File: src/rtl/ipb_pkt_sequencer.sv
// ipb_pkt_sequencer: sequences IPbus packets through a ring of NSLOT buffer
// pages in the user_clk domain. It tracks host H2C writes, hands one page at
// a time to the IPbus transactor, requests a C2H read of each reply, and frees
// the page once the reply has been read.
// Optional feature: define IPB_SEQ_TIMEOUT_EN to enable the transactor
// response timeout (abandons the page after TIMEOUT_CYCLES in WAIT_DONE).
module ipb_pkt_sequencer #(
   parameter int NSLOT          = 4,
   parameter int SLOT_W         = $clog2(NSLOT),
   parameter int TIMEOUT_CYCLES = 1000000
) (
   input  logic              user_clk,
   input  logic              user_rst,
   input  logic              h2c_dsc_done,
   output logic              h2c_ready,
   output logic [SLOT_W-1:0] h2c_slot,
   output logic              ipb_pkt_rdy,
   output logic [SLOT_W-1:0] ipb_slot,
   input  logic              ipb_pkt_done,
   output logic              c2h_req,
   output logic [SLOT_W-1:0] c2h_slot,
   input  logic              c2h_dsc_done,
   output logic [SLOT_W:0]   occupancy,
   output logic [15:0]       pkt_count,
   output logic              ovf_err,
   output logic              timeout_err,
   input  logic              err_clr
);

   typedef enum logic [1:0] {
      IDLE      = 2'd0,
      WAIT_DONE = 2'd1,
      WAIT_C2H  = 2'd2
   } state_t;

   localparam logic [SLOT_W:0]   FULL     = (SLOT_W+1)'(NSLOT);
   localparam logic [SLOT_W:0]   OCC_ONE  = (SLOT_W+1)'(1);
   localparam logic [SLOT_W-1:0] SLOT_ONE = SLOT_W'(1);

   state_t            state, state_nxt;
   logic [SLOT_W-1:0] wp, rp;
   logic [SLOT_W:0]   occ_nxt;
   logic              full, accept, free, pkt_inc;
   logic              rdy_nxt, c2h_nxt;

`ifdef IPB_SEQ_TIMEOUT_EN
   localparam logic [23:0] TMO_LAST = 24'(TIMEOUT_CYCLES - 1);
   logic [23:0] timer;
   logic        tmo_fire;
`endif

   // full uses the pre-edge occupancy, so a same-edge free never rescues an overflow
   assign full     = (occupancy == FULL);
   assign accept   = h2c_dsc_done && !full;
   assign h2c_slot = wp;
   assign ipb_slot = rp;
   assign c2h_slot = rp;

   // state register
   always_ff @(posedge user_clk or posedge user_rst) begin
      if (user_rst) state <= IDLE;
      else          state <= state_nxt;
   end

   // next-state, handshake levels and page-free decisions
   always_comb begin
      state_nxt = state;
      rdy_nxt   = ipb_pkt_rdy;
      c2h_nxt   = c2h_req;
      free      = 1'b0;
      pkt_inc   = 1'b0;
`ifdef IPB_SEQ_TIMEOUT_EN
      tmo_fire  = 1'b0;
`endif
      case (state)
         IDLE: begin
            if (occupancy != '0) begin
               state_nxt = WAIT_DONE;
               rdy_nxt   = 1'b1;
            end
         end
         WAIT_DONE: begin
            if (ipb_pkt_done) begin
               rdy_nxt   = 1'b0;
               c2h_nxt   = 1'b1;
               state_nxt = WAIT_C2H;
            end
`ifdef IPB_SEQ_TIMEOUT_EN
            else if (timer == TMO_LAST) begin
               rdy_nxt   = 1'b0;
               free      = 1'b1;
               tmo_fire  = 1'b1;
               state_nxt = IDLE;
            end
`endif
         end
         WAIT_C2H: begin
            if (c2h_dsc_done) begin
               c2h_nxt   = 1'b0;
               free      = 1'b1;
               pkt_inc   = 1'b1;
               state_nxt = IDLE;
            end
         end
         default: begin
            state_nxt = IDLE;
            rdy_nxt   = 1'b0;
            c2h_nxt   = 1'b0;
         end
      endcase
   end

   // occupancy update: a same-edge accept and free cancel out
   always_comb begin
      occ_nxt = occupancy;
      case ({accept, free})
         2'b10:   occ_nxt = occupancy + OCC_ONE;
         2'b01:   occ_nxt = occupancy - OCC_ONE;
         default: occ_nxt = occupancy;
      endcase
   end

   // pointers, counters, registered outputs and overflow flag
   always_ff @(posedge user_clk or posedge user_rst) begin
      if (user_rst) begin
         wp          <= '0;
         rp          <= '0;
         occupancy   <= '0;
         pkt_count   <= '0;
         h2c_ready   <= 1'b1;
         ovf_err     <= 1'b0;
         ipb_pkt_rdy <= 1'b0;
         c2h_req     <= 1'b0;
      end else begin
         if (accept)  wp <= wp + SLOT_ONE;
         if (free)    rp <= rp + SLOT_ONE;
         if (pkt_inc) pkt_count <= pkt_count + 16'd1;
         occupancy   <= occ_nxt;
         h2c_ready   <= (occ_nxt != FULL);
         ipb_pkt_rdy <= rdy_nxt;
         c2h_req     <= c2h_nxt;
         if (h2c_dsc_done && full) ovf_err <= 1'b1;
         else if (err_clr)         ovf_err <= 1'b0;
      end
   end

`ifdef IPB_SEQ_TIMEOUT_EN
   // response timer: zero outside WAIT_DONE, counts every cycle inside it
   always_ff @(posedge user_clk or posedge user_rst) begin
      if (user_rst)                timer <= '0;
      else if (state == WAIT_DONE) timer <= timer + 24'd1;
      else                         timer <= '0;
   end

   // sticky timeout flag; a new timeout on the clear edge wins
   always_ff @(posedge user_clk or posedge user_rst) begin
      if (user_rst)      timeout_err <= 1'b0;
      else if (tmo_fire) timeout_err <= 1'b1;
      else if (err_clr)  timeout_err <= 1'b0;
   end
`else
   assign timeout_err = 1'b0;
`endif

endmodule

File: config.mk
export PLATFORM = sky130hd
export DESIGN_NAME = ipb_pkt_sequencer
export DESIGN_NICKNAME = d
export VERILOG_FILES = /design/src/rtl/ipb_pkt_sequencer.sv
export SDC_FILE = /design/constraint.sdc
export NUM_CORES = 1
export LEC_CHECK = 0
export CORE_MARGIN = 3
export CORE_UTILIZATION = 54
export DETAILED_ROUTE_END_ITERATION = 7
export DONT_BUFFER_PORTS = 1
export PLACE_DENSITY = 0.72
export SYNTH_ARGS = -nofsm -noshare
export SYNTH_HDL_FRONTEND = slang
export SYNTH_SLANG_ARGS = --single-unit
File: constraint.sdc
create_clock -name user_clk -period 1.8 [get_ports user_clk]
set_input_delay 0.27 -clock user_clk [delete_from_list [all_inputs] [get_ports user_clk]]
set_output_delay 0.27 -clock user_clk [all_outputs]
set_load 0.02 [all_outputs]
---- Yosys cells after proc, flatten, opt, wreduce, memory -nomap -nowiden ----
Index checks and enable logic that the tools add are counted.
W data, S select, Z words.
word-level totals
  output and inout port bits .............. 30
  flip-flop bits (word level) ............. 29
  logic and storage cells ................. 49
operators by class
  add/sub/neg operators ................... 5
  bitwise operators ....................... 2
  equality and inequality tests ........... 9
  multiplexer cells ....................... 15
  reduce and logical (&&, ||, !) cells .... 9
operator list
  operator                 number
  $add A16 B1 Y16 const B  1
  $reduce_and A3 Y1        3
  $mux W1                  8
  $mux W2                  3
  $ne A2 B2 Y1 const B     3
  $pmux W1 S3              2
  $pmux W2 S3              1
  $pmux W3 S2              1
  $add A2 B1 Y2 const B    2
  $eq A2 B1 Y1 const B     2
  $eq A2 B2 Y1 const B     2
  $add A3 B1 Y3 const B    1
  $eq A3 B3 Y1 const B     1
  $ne A3 B3 Y1 const B     1
  $reduce_bool A3 Y1       1
  $sub A3 B1 Y3 const B    1
  $logic_and A1 B1 Y1      2
  $logic_not A2 Y1         1
  $not A1 Y1               2
  $reduce_bool A2 Y1       1
  $logic_not A1 Y1         1

---- Depth between registers and ports, before layout ----
  word-level depth ........................ 6
  depth in mapped cells ................... 10
  gate-level depth less buffers ........... 10

---- Worst setup path after synthesis ----
OpenSTA, ideal clock, no wires.
  path type ............................... reg2reg
  from .................................... register occupancy[0]
  to ...................................... register h2c_ready
  library setup time ...................... 82 ps
  data required time ...................... 1718 ps
  arrival ................................. 1882 ps
  buffers on the path ..................... 0
  stages on the path, launching flop included .. 11
  slack ................................... -164 ps
  path through ............................ dfrtp_1 > nor2_1 > nand2_1 > nand2_1 > ha_1 > inv_1 > fa_1 > xor2_1 > nor2_1 > xor2_1 > nand2_1
between the ends
  longest elaborated chain between the ends .. 6
  elaborated cells between the ends (all ways) .. 9
RTL lines
  element                                              line  text
  start, declared                                      23    output logic [SLOT_W:0] occupancy,
  start signal, assigned                               138   occupancy <= occ_nxt;
  $eq A3 B3 Y1                                         53    assign full = (occupancy == FULL);
  $logic_not A1 Y1                                     54    assign accept = h2c_dsc_done && !full;
  $logic_and A1 B1 Y1                                  54
  $eq A2 B1 Y1 / $eq A2 B2 Y1 (equally long branches)  116   case ({accept, free})
  $pmux W3 S2 *                                        116
  named net occ_nxt[2]                                 42    logic [SLOT_W:0] occ_nxt;
  $ne A3 B3 Y1 *                                       139   h2c_ready <= (occ_nxt != FULL);
  end signal, assigned                                 139
  end, declared                                        15    output logic h2c_ready,
The timed path passes the listed nets; every way through them passes the cells marked *.
A chain may end at the register's enable or synchronous reset.

---- Worst setup path after layout ----
Same ends and word-level chain as after synthesis.

==> metrics.log <==
[metrics] violation count after the first detailed-route iteration: 26
[metrics] nature of the critical path endpoint: flip-flop
[metrics] Synth Warn #: 0
[metrics] worst setup path start: occupancy[0]
[metrics] portion of the clock cycle consumed by the worst path in the final layout: 101%
[metrics] Post-DP HPWL: 1810 µm
[metrics] quantity of gates resized following cts: 0
[metrics] unrepaired setup endpoints after global routing: true
[metrics] most common cell after layout, fill and taps aside: sky130_fd_sc_hd__dfrtp_1
[metrics] violated checks: setup timing
[metrics] Crit path max-delay family: adder cells
[metrics] Mean Syn Cell Area: 11.6 µm²
[metrics] EDFF count, synth: 0
[metrics] required time of the worst setup path: 2.06 ns
[metrics] Seq cells post-synth: 29
[metrics] clock skew: 0.00699 ns
[metrics] post-detailed-placement cell area: 1460 µm²
[metrics] count of H-tree levels built during CTS: 2
[metrics] share of final-layout standard cells stronger than drive strength 1: 27.7%
[metrics] via count of the first global-routing pass: 881
[metrics] number of nets in the layout: 145
[metrics] Layout Utilization: 68.3%
[metrics] CTS sink count: 29
[metrics] clock buffer depth: 2
[metrics] hold_sp: ipb_pkt_done
[metrics] Reg clk slew, reported paths: 0.09 ns
[metrics] largest incremental delay on the critical path: 0.42 ns
[metrics] Hold Crit Class: input pin to flip-flop
[metrics] WS Path Type: flip-flop to flip-flop
[metrics] proportion of synthesized chip area in sequential cells: 54.1%
[metrics] Cell Rows: 17
[metrics] die height: 55.9 µm
[metrics] CTS root buf: sky130_fd_sc_hd__clkbuf_4
[metrics] cell type with the highest occurrence count on the critical path: sky130_fd_sc_hd__nand2_1
[metrics] Gate Count Post-Synth: 116
[metrics] Non-Filler Cell Area, Final: 1550 µm²
[metrics] antenna violations before repair: 0
[metrics] count of unresolved DRC violations after routing: 0
[metrics] combined area of all synthesized cells: 1340 µm²
[metrics] post-place setup slack: -0.0184 ns
[metrics] leading cell types in the layout, fill and taps excluded: 26 x sky130_fd_sc_hd__dfrtp_1, 17 x sky130_fd_sc_hd__xnor2_1, 16 x sky130_fd_sc_hd__buf_4
[metrics] RR Startpoint: occupancy[0]
[metrics] clock tree from TritonCTS: done
[metrics] Worst-Skew Late Latency: 0.33 ns
[metrics] Max rail drop VDD: 1200 µV
[metrics] Routed wire per std cell: 15.0 µm
[metrics] synthesized netlist net count: 125
[metrics] number of vias after detailed routing: 855
[metrics] boundary pin count: 36
[metrics] outcome: finished, violations left
[metrics] Port-buffer cells: 0
[metrics] primary flip-flop cell chosen by synthesis mapping: sky130_fd_sc_hd__dfrtp_1
[metrics] cell breakdown of the critical path: nor2_2 -> nand2_1 -> nand2_1 -> ha_2 -> inv_2 -> fa_2 -> xor2_1 -> nor2_1 -> xor2_1 -> nand2_1
[metrics] first-pass GRT wire length: 4160 µm
[metrics] startpoint types: flip-flop
[metrics] leakage power: 0.773 nW
[metrics] slowest cell on the critical path: sky130_fd_sc_hd__dfrtp_2
[metrics] final sum of negative setup slack: -0.0257 ns
[metrics] Worst Path Buf+Inv: 1
[metrics] residual antenna-violating net count after detailed routing: 0
[metrics] total inserted antenna cells: 0
[metrics] Core Region: 2280 µm²
[metrics] power density of the placed cells: 1560 nW/µm²
[metrics] final wirelength: 2480 µm
[metrics] fin. max-slew vios: 0
[metrics] number of max-cap violations: 0
[metrics] critical path data arrival time: 2.09 ns
[metrics] width of the die: 55.9 µm
[metrics] router iterations before antenna repair: 4
[metrics] Overflow after GRT: 0
[metrics] critical path fanouts, max: 2
[metrics] initial cell density of the core: 59.0%
[metrics] final setup fails: 1
[metrics] shortest period the worst path allows: 1.83 ns
[metrics] maximum operating frequency: 548 MHz
[metrics] maximum number of pins on one net before global-route repair: 20
[metrics] routability-driven placement congestion ratio: 0.701
[metrics] GRT Util Overall: 17.8%
[metrics] smallest setup slack after layout: -0.0257 ns
[metrics] Post-synth ARST share: 100%
[metrics] Final Hold Viols: 0
[metrics] DIE AREA: 3120 µm²
[metrics] TritonCTS Buffers: 5
[metrics] average vias per placed instance: 5.18
[metrics] Area Overhead vs Synth: 15.8%
[metrics] post-synth cell types: 28
[logic make-up (layout without fill, tap and decap cells)]
family / count (synthesis) / in the layout / synth area share (%)
simple gates: 42 / 42 / 19.4
flops: 29 / 29 / 54.1
xor+xnor: 22 / 22 / 14.4
buf+inv: 11 / 32 / 4.47
compound gates: 6 / 6 / 2.42
fa+ha+maj: 3 / 3 / 3.35
mux: 2 / 2 / 1.58
other cells: 1 / 1 / 0.279
[where the power goes]
part / total, mW / switching [mW] / internal [mW]
combinational: 0.800 / 0.422 / 0.378
sequential: 1.17 / 0.327 / 0.844
clock: 0.455 / 0.228 / 0.226
[final cells by class]
| class | instances | area [µm²] |
|---|---|---|
| sequential | 29 | 729 |
| fill | 170 | 722 |
| multi-input combinational | 76 | 563 |
| timing repair buffer | 17 | 130 |
| clock buffer | 7 | 65.1 |
| tap | 28 | 35.0 |
| inverter | 7 | 26.3 |
| clock inverter | 1 | 5.00 |
[sequential cells by signal, indices dropped and copies added, names as in the netlist]
signal and cells:
ipb_pkt_rdy 1, ovf_err 1, h2c_ready 1, c2h_slot 2
occupancy 3, c2h_req 1, state 2, pkt_count 16
h2c_slot 2
[path summary, 6_finish.rpt]
check,endpoint,slack (ns),cells past startpoint
setup / recovery,h2c_ready,-0.03,10
hold / removal,state[0],0.02,1
setup reg to reg,h2c_ready,-0.03,10
hold reg to reg,ovf_err,0.59,3
max in group asynchronous,pkt_count[4],0.84,3
min in group asynchronous,ovf_err,0.36,2
[metrics by stage]
| stage | hold WS (ns) | instances | power [mW] |
|---|---|---|---|
| 2_1_floorplan | 0.347 | 116 | 1.71 |
| 3_3_place_gp | 0.169 | 154 | 1.92 |
| 3_5_place_dp | 0.175 | 154 | 1.96 |
| 4_1_cts | 0.00436 | 164 | 2.44 |
| 5_1_grt | 0.0178 | 165 | 2.59 |
| 6_report | 0.0216 | 165 | 2.43 |
[layer usage]
metal | global-route usage, % | share of wire [%] | up-vias
li1 | - | - | 417
met5 | 0 | 0 | -
met3 | 6.73 | 7.5 | 8
met2 | 28.9 | 49 | 28
met1 | 19.5 | 40 | 402
met4 | 11.2 | 2.7 | 0
[synth_stat cells (2+ instances only)]
library cell	n	area (µm²)
sky130_fd_sc_hd__and3_1	3	18.8
sky130_fd_sc_hd__buf_4	3	22.5
sky130_fd_sc_hd__dfrtp_1	28	701
sky130_fd_sc_hd__ha_1	2	25.0
sky130_fd_sc_hd__inv_1	6	22.5
sky130_fd_sc_hd__nand2_1	10	37.5
sky130_fd_sc_hd__nand3_1	10	50.1
sky130_fd_sc_hd__nand4_4	2	42.5
sky130_fd_sc_hd__nor2_1	10	37.5
sky130_fd_sc_hd__o21ai_0	4	20.0
sky130_fd_sc_hd__xnor2_1	17	149
sky130_fd_sc_hd__xor2_1	5	43.8
[what timing repair did]
action | 4_1_cts | 5_1_grt
setup buffers | 1 | 1
endpoints found under the hold margin | 9 | 0
hold buffers | 1 | 0
endpoints found under the setup margin | 1 | 2
pin swaps | 2 | 2
No activity file was read; power rests on OpenSTA's default activity.
